==> src/rtl/nonce_scheduler.sv <==
// Mining-job sequencer: issues one nonce per cycle into the hash pipeline,
// drains the pipeline before reporting done, and buffers found nonces in a FIFO.
module nonce_scheduler #(
  parameter int unsigned PIPE_DEPTH = 8,
  parameter int unsigned FIFO_DEPTH = 4
) (
  input  logic        clk,
  input  logic        rst_n,
  input  logic        job_valid,
  output logic        job_ready,
  input  logic [31:0] job_start,
  input  logic [31:0] job_end,
  input  logic [63:0] job_target,
  input  logic        abort,
  input  logic        hash_stall,
  output logic        hash_valid,
  output logic [31:0] hash_nonce,
  output logic [63:0] hash_target,
  input  logic        found,
  input  logic [31:0] found_nonce,
  output logic        res_valid,
  input  logic        res_ready,
  output logic [31:0] res_nonce,
  output logic        busy,
  output logic        done,
  output logic        done_aborted,
  output logic        overflow
);

  localparam int unsigned AW = (FIFO_DEPTH > 1) ? $clog2(FIFO_DEPTH) : 1;
  localparam int unsigned CW = AW + 1;
  localparam logic [7:0]  DRAIN_LOAD = 8'(PIPE_DEPTH - 1);

  typedef enum logic [1:0] {S_IDLE, S_ISSUE, S_DRAIN} state_t;

  state_t      state_q, state_d;
  logic [31:0] cur_q, cur_d;
  logic [31:0] end_q, end_d;
  logic [63:0] target_q, target_d;
  logic [7:0]  drain_q, drain_d;
  logic        aborted_q, aborted_d;
  logic        overflow_q, overflow_d;
  logic [31:0] mem_q [FIFO_DEPTH];
  logic [31:0] mem_d [FIFO_DEPTH];
  logic [AW-1:0] wr_ptr_q, wr_ptr_d;
  logic [AW-1:0] rd_ptr_q, rd_ptr_d;
  logic [CW-1:0] count_q, count_d;

  logic ovf_clr;
  logic fifo_full;
  logic push, pop, drop;

  always_comb begin
    state_d    = state_q;
    cur_d      = cur_q;
    end_d      = end_q;
    target_d   = target_q;
    drain_d    = drain_q;
    aborted_d  = aborted_q;
    ovf_clr    = 1'b0;
    job_ready  = 1'b0;
    hash_valid = 1'b0;
    done       = 1'b0;

    case (state_q)
      S_IDLE: begin
        job_ready = 1'b1;
        if (job_valid) begin
          cur_d     = job_start;
          end_d     = job_end;
          target_d  = job_target;
          aborted_d = 1'b0;
          ovf_clr   = 1'b1;
          state_d   = S_ISSUE;
        end
      end
      S_ISSUE: begin
        if (abort) begin
          aborted_d = 1'b1;
          drain_d   = DRAIN_LOAD;
          state_d   = S_DRAIN;
        end else if (!hash_stall) begin
          hash_valid = 1'b1;
          if (cur_q == end_q) begin
            drain_d = DRAIN_LOAD;
            state_d = S_DRAIN;
          end else begin
            cur_d = cur_q + 32'd1;
          end
        end
      end
      S_DRAIN: begin
        if (drain_q == 8'd0) begin
          done    = 1'b1;
          state_d = S_IDLE;
        end else begin
          drain_d = drain_q - 8'd1;
        end
      end
      default: state_d = S_IDLE;
    endcase
  end

  // A pop frees the head slot in the same edge, so a push while full still lands.
  always_comb begin
    mem_d     = mem_q;
    wr_ptr_d  = wr_ptr_q;
    rd_ptr_d  = rd_ptr_q;
    count_d   = count_q;
    fifo_full = (count_q == CW'(FIFO_DEPTH));
    pop       = (count_q != '0) && res_ready;
    push      = found && (!fifo_full || pop);
    drop      = found && fifo_full && !pop;

    if (push) begin
      mem_d[wr_ptr_q] = found_nonce;
      wr_ptr_d        = wr_ptr_q + AW'(1);
    end
    if (pop) begin
      rd_ptr_d = rd_ptr_q + AW'(1);
    end
    if (push && !pop) begin
      count_d = count_q + CW'(1);
    end else if (pop && !push) begin
      count_d = count_q - CW'(1);
    end

    // A drop on the accepting edge still marks overflow for the new job.
    overflow_d = (overflow_q && !ovf_clr) || drop;
  end

  always_ff @(posedge clk or negedge rst_n) begin
    if (!rst_n) begin
      state_q    <= S_IDLE;
      cur_q      <= '0;
      end_q      <= '0;
      target_q   <= '0;
      drain_q    <= '0;
      aborted_q  <= 1'b0;
      overflow_q <= 1'b0;
      wr_ptr_q   <= '0;
      rd_ptr_q   <= '0;
      count_q    <= '0;
      for (int unsigned i = 0; i < FIFO_DEPTH; i++) mem_q[i] <= '0;
    end else begin
      state_q    <= state_d;
      cur_q      <= cur_d;
      end_q      <= end_d;
      target_q   <= target_d;
      drain_q    <= drain_d;
      aborted_q  <= aborted_d;
      overflow_q <= overflow_d;
      wr_ptr_q   <= wr_ptr_d;
      rd_ptr_q   <= rd_ptr_d;
      count_q    <= count_d;
      mem_q      <= mem_d;
    end
  end

  assign hash_nonce   = cur_q;
  assign hash_target  = target_q;
  assign res_valid    = (count_q != '0);
  assign res_nonce    = mem_q[rd_ptr_q];
  assign busy         = (state_q != S_IDLE);
  assign done_aborted = done && aborted_q;
  assign overflow     = overflow_q;

endmodule

==> config.mk <==
export PLATFORM = sky130hd
export DESIGN_NAME = nonce_scheduler
export DESIGN_NICKNAME = d
export VERILOG_FILES = /design/src/rtl/nonce_scheduler.sv
export SDC_FILE = /design/constraint.sdc
export NUM_CORES = 1
export LEC_CHECK = 0
export ABC_AREA = 1
export BUFFER_PORTS_ARGS = -buffer_cell sky130_fd_sc_hd__buf_2
export CORE_MARGIN = 4
export CORE_UTILIZATION = 40
export DETAILED_ROUTE_END_ITERATION = 6
export GPL_TIMING_DRIVEN = 0
export PLACE_DENSITY_LB_ADDON = 0.05
export SYNTH_ARGS = -nofsm -noshare
export SYNTH_HDL_FRONTEND = slang
export SYNTH_SLANG_ARGS = --single-unit
==> constraint.sdc <==
create_clock -name clk -period 2.2 [get_ports clk]
set_clock_uncertainty 0.1 [all_clocks]
set_input_delay 0.66 -clock clk [delete_from_list [all_inputs] [get_ports clk]]
set_output_delay 0.66 -clock clk [all_outputs]
set_load 0.05 [all_outputs]
Word level (Yosys, flattened, before mapping)
Index checks and enable logic that the tools add are counted.
Operators by class
  $add $sub $neg: 6
  $lt $le $gt $ge: 3
  eq/ne operators: 13
  mux-type cells: 35
  bitwise operators: 2
  reduce and logical (&&, ||, !) cells: 27
Operator list (count)
  32-bit two-way mux: 7
  128-bit bitwise mux: 1
  32-bit binary-select mux with 2-bit select: 1
  32-bit demux with 2-bit select: 1
  32-bit one-hot mux with 2 select lines: 1
  32-bit by 1-bit adder with 32-bit output, second input constant: 1
  32-bit equality test: 1
  8-bit two-way mux: 4
  8-bit one-hot mux with 2 select lines: 1
  2-bit != test, second input constant: 7
  1-bit two-way mux: 10
  2-bit two-way mux: 5
  1-bit logical AND: 9
  8-bit zero test: 1
  4-bit AND reduction: 2
  2-bit nonzero test: 4
  8-bit by 1-bit subtractor with 8-bit output, second input constant: 1
  3-bit >= comparator, second input constant: 2
  3-bit two-way mux: 2
  3-bit != test, second input constant: 2
  2-bit inverter with 3-bit output: 2
  2-bit one-hot mux with 3 select lines: 1
  5-bit AND reduction: 1
  2-bit by 1-bit adder with 2-bit output, second input constant: 2
  other kinds (13): 17
Word-level totals
  register bits: 275
  bits of input ports: 167
  output and inout port bits: 135
  word-level logic and storage cells: 100

Logic depth before layout (Yosys ltp)
  depth in word-level cells: 8
  mapped depth: 13

Worst setup path before layout
No wires, ideal clock.
  path type: reg-to-output
  start: register drain_q[4]
  end: output done_aborted
  data arrival time: 2037 ps
  slack: -597 ps
  stages on the path, launching flop included: 4
  buffers on the path: 0
  cell sequence: dfrtp_1 nor4_1 nand4_1 nor3_1
On the way
  longest elaborated chain between the ends: 4
RTL lines
  start: declaration: line 40  | logic [7:0] drain_q, drain_d;
  start signal: assignment: line 150  | drain_q <= drain_d;
  8-bit zero test: line 93  | if (drain_q == 8'd0) begin
  1-bit two-way mux: line 93
  1-bit two-way mux: line 65  | case (state_q)
  1-bit logical AND: line 165  | assign done_aborted = done && aborted_q;
  end: declaration: line 26  | output logic done_aborted,
Every way passes these cells.

Worst setup path in the final report
  start: register rd_ptr_q[0]
  end: output res_nonce[13]
On the way
  longest elaborated chain between the ends: 4
RTL lines
  start: declaration: line 46  | logic [AW-1:0] rd_ptr_q, rd_ptr_d;
  start signal: assignment: line 154  | rd_ptr_q <= rd_ptr_d;
  2-bit inverter with 3-bit output (not written as such): line 163  | assign res_nonce = mem_q[rd_ptr_q];
  32-bit binary-select mux with 2-bit select: line 163
  32-bit two-way mux (not written as such) (2 in series): line 163
  end: declaration: line 23  | output logic [31:0] res_nonce,
Every way passes these cells. The select of a mux whose other input is x is not followed.

==> results.cfg <==
[status]
run_status = finished, violations left
failed_checks = negative hold slack, negative setup slack

[global_route]
overflow = 0
grt_pass1_vias = 11600
grt_pass1_wl_mm = 65.9
antenna_found_initial = 7
grt_max_degree = 111
grt_use_total_pct = 22.6

[setup_path]
crit_path_start_kind = flop
cpLargestDelayFamily = buffers and inverters
worstPathArrival_ns = 1.89
cp_max_fo = 8
endpoint_kind = primary output
critPathKind = reg -> out
crit_top_cell = clkbuf_16
crit_slowest_cell = dfrtp_1
path_buf_inv = 5
crit_required_ns = 1.44
path_cells = buf_8 > inv_8 > clkbuf_16 > clkbuf_16 > o21ai_4 > o22ai_4 > buf_6
slowest_delay_ns = 0.41

[synthesis]
synth_warnings = 0
ys_ff_latch = 275
synth_edf_count = 0
synth_area_mm2 = 0.0137
synth.distinct_cells = 42
synth_nets = 1670
syn-instance-count = 1494
async_flop_share_pct = 100
synth_top_flop_cell = dfrtp_1
syn_avg_cell_area_um2 = 9.15
seq_area_frac_synth_pct = 50.3

[job]
maxCapViolations = 0

[power]
powerDensity_mw_per_mm2 = 1910
p_switching_w = 0.0168
p_int_w = 0.0185
power.total_w = 0.0353
swShare_pct = 47.7
power.leakage_nw = 9.02
vdd_drop_max_mv = 1.32
seqPwrFrac_pct = 27.5
power_frac_comb_pct = 57.4
p_clk_share_pct = 15.0

[detailed_routing]
drcViolationCount = 0
drt_first_pass_iters = 5
wl_met3_mm = 2.34
via_count = 11500
top_layer = met5
via_per_inst = 4.93
wirelength_mm = 42.7
drt_iter0_drc = 555
ant_nets = 0
wl_per_cell_um = 18.3
drt-met1-wl_mm = 18.9
routed-wl-met2_mm = 20.4

[timing]
fin_crit_sh_pct = 121
timing.final.hold_violations = 4
holdWs_ns = -0.00866
relSlewSlack_pct = 55.8
max_freq_ghz = 0.377
grt_setup_unrepaired = yes
setup_viol = 35
min_period_ns = 2.65
finalMaxSlewViolations = 0
layout_setup_ws_ns = -0.451
tightest_slew_ns = 0.663

[floorplanning]
initial_core_util_pct = 40.7
boundaryPins = 302
core.rowCount = 67
die_area_mm2 = 0.0372
die_h_um = 193
core-area_mm2 = 0.0336
die-width_um = 193

[clocking]
cts_made_buffers = 34
cts_tree = done
clk_pin_slew_ns = 0.06
holdBufCountCts = 0
clk_latency_ns = 0.50
cts-root-buf = clkbuf_16
h-tree-depth = 2
cts_sinks = 275
clk_path_buf_depth = 3

[layout]
final_common_cell = nand2_1
final_cell_mix = 547 x nand2_1, 267 x buf_2, 265 x dfrtp_1, 89 x nor2_1, 75 x mux2_4
stdcell_count = 2329
area_growth_pct = 35.2
nNetsFinal = 2030
drive_above_1_share_pct = 37.3

[worst_hold_path]
hold_class = in -> async

[place]
finalWeightedCongestion = 0.949
io_buffers = 301
dp_hpwl_mm = 30.4
dp.cells = 2245
## power groups by stage
stage          Sequential [W]  Combinational [W]  Clock (W)
2_1_floorplan          0.0119             0.0109          0
3_3_place_gp          0.00939             0.0178          0
3_5_place_dp          0.00942             0.0179          0
4_1_cts               0.00955             0.0198    0.00544
5_1_grt                0.0100             0.0218    0.00569
6_report              0.00973             0.0203    0.00530
## synthesized netlist by cell type (3+ instances only)
cell type  instances  area share, %
nand3_1           41            1.5
or2_2              8           0.37
xor2_1             5           0.32
nor2_1           129            3.5
nor2_4             3           0.25
mux2_2            54            4.4
xnor2_1           25            1.6
nor2_8             4           0.59
o21ai_1            3           0.11
buf_1              5           0.14
dfrtp_1          275             50
clkbuf_1          36           0.99
mux2_4            75            8.2
buf_6             17            1.4
o31ai_1            6           0.33
nor2_2             6           0.27
o22ai_1           32            1.5
inv_1             68            1.9
buf_2              6           0.22
o21ai_0           88            3.2
nand2_1          549             15
nand2_2            4           0.18
mux2i_1            3           0.22
ha_1               8           0.73
a21oi_1            5           0.18
nor3_1             9           0.33
nand4_1            9           0.41
## per-layer routing
layer	global-route usage [%]	vias up
li1	-	5542
met1	31.1	5568
met2	36.5	282
met3	4.03	79
met4	6.66	8
met5	0	-
## path summary, 6_finish.rpt
path / endpoint / slack, ns / start / depth (start not counted)
max: res_nonce[13] / -0.45 / rd_ptr_q[0] / 7
min: mem_q[38] / -0.009 / rst_n / 1
max reg2reg: count_q[1] / 0.12 / count_q[0] / 10
min reg2reg: hash_target[1] / 0.37 / hash_target[1] / 2
max in group asynchronous: drain_q[4] / 0.53 / rst_n / 3
min in group clk: hash_target[43] / 0.25 / job_target[43] / 3
## timing repair
item                                   4_1_cts  5_1_grt
gates resized for setup                    221       97
buffers inserted                             9        6
setup endpoints to repair                   41       76
endpoints found under the hold margin        0        0
gates cloned                                 4        3
pin swaps                                   15       22
## through the flow
| stage | util [%] | cell area, um^2 | worst slack, ns | setup TNS (ns) |
|---|---|---|---|---|
| after floorplan | - | 14100 | -0.212 | -0.279 |
| after global placement | 48.2 | 16200 | -5.13 | -1420.98 |
| after detailed placement | 48.4 | 16300 | -0.658 | -27.39 |
| after CTS | 53.8 | 18100 | -0.502 | -15.69 |
| after global routing | 55.0 | 18500 | -0.533 | -16.03 |
| final | 55.0 | 18500 | -0.451 | -13.41 |
## state kept, by name, summed over array words and instances, names as in the netlist
| register | flops |
|---|---|
| count_q | 3 |
| wr_ptr_q | 2 |
| hash_target | 64 |
| mem_q | 128 |
| hash_nonce | 32 |
| aborted_q | 1 |
| end_q | 32 |
| drain_q | 8 |
| overflow | 1 |
| state_q | 2 |
| rd_ptr_q | 2 |
## final cells by class
cell class / count / area, um^2
diodes: 4 / 10.0
plain buffers: 64 / 576
clock buffers: 51 / 1010
clock inverters: 8 / 46.3
fillers: 3150 / 15100
inverters: 71 / 284
multi-input cells: 1083 / 7060
flip-flops and latches: 275 / 6890
well taps: 448 / 561
repair buffers: 325 / 2040
## cells by family (layout without fill, tap and decap cells)
| family | count (synthesis) | after routing | synth area share (%) |
|---|---|---|---|
| other | 0 | 4 | 0 |
| AND/OR/NAND/NOR | 774 | 774 | 23.6 |
| flip-flops | 275 | 275 | 50.3 |
| adder cells (fa/ha/maj) | 9 | 9 | 0.879 |
| buffers and inverters | 136 | 519 | 4.77 |
| multiplexers | 132 | 132 | 12.9 |
| AO/OA/AOI/OAI | 138 | 138 | 5.60 |
| XOR/XNOR | 30 | 30 | 1.92 |
## worst register-to-register path, delay by kind of cell, from the launching register on
kind          cells  cell delay (ns)
fa+ha+maj         2             0.54
mux               1             0.27
buf+inv           2             0.10
flops             1             0.43
simple gates      5             0.51
(Power assumes the default switching activity.)
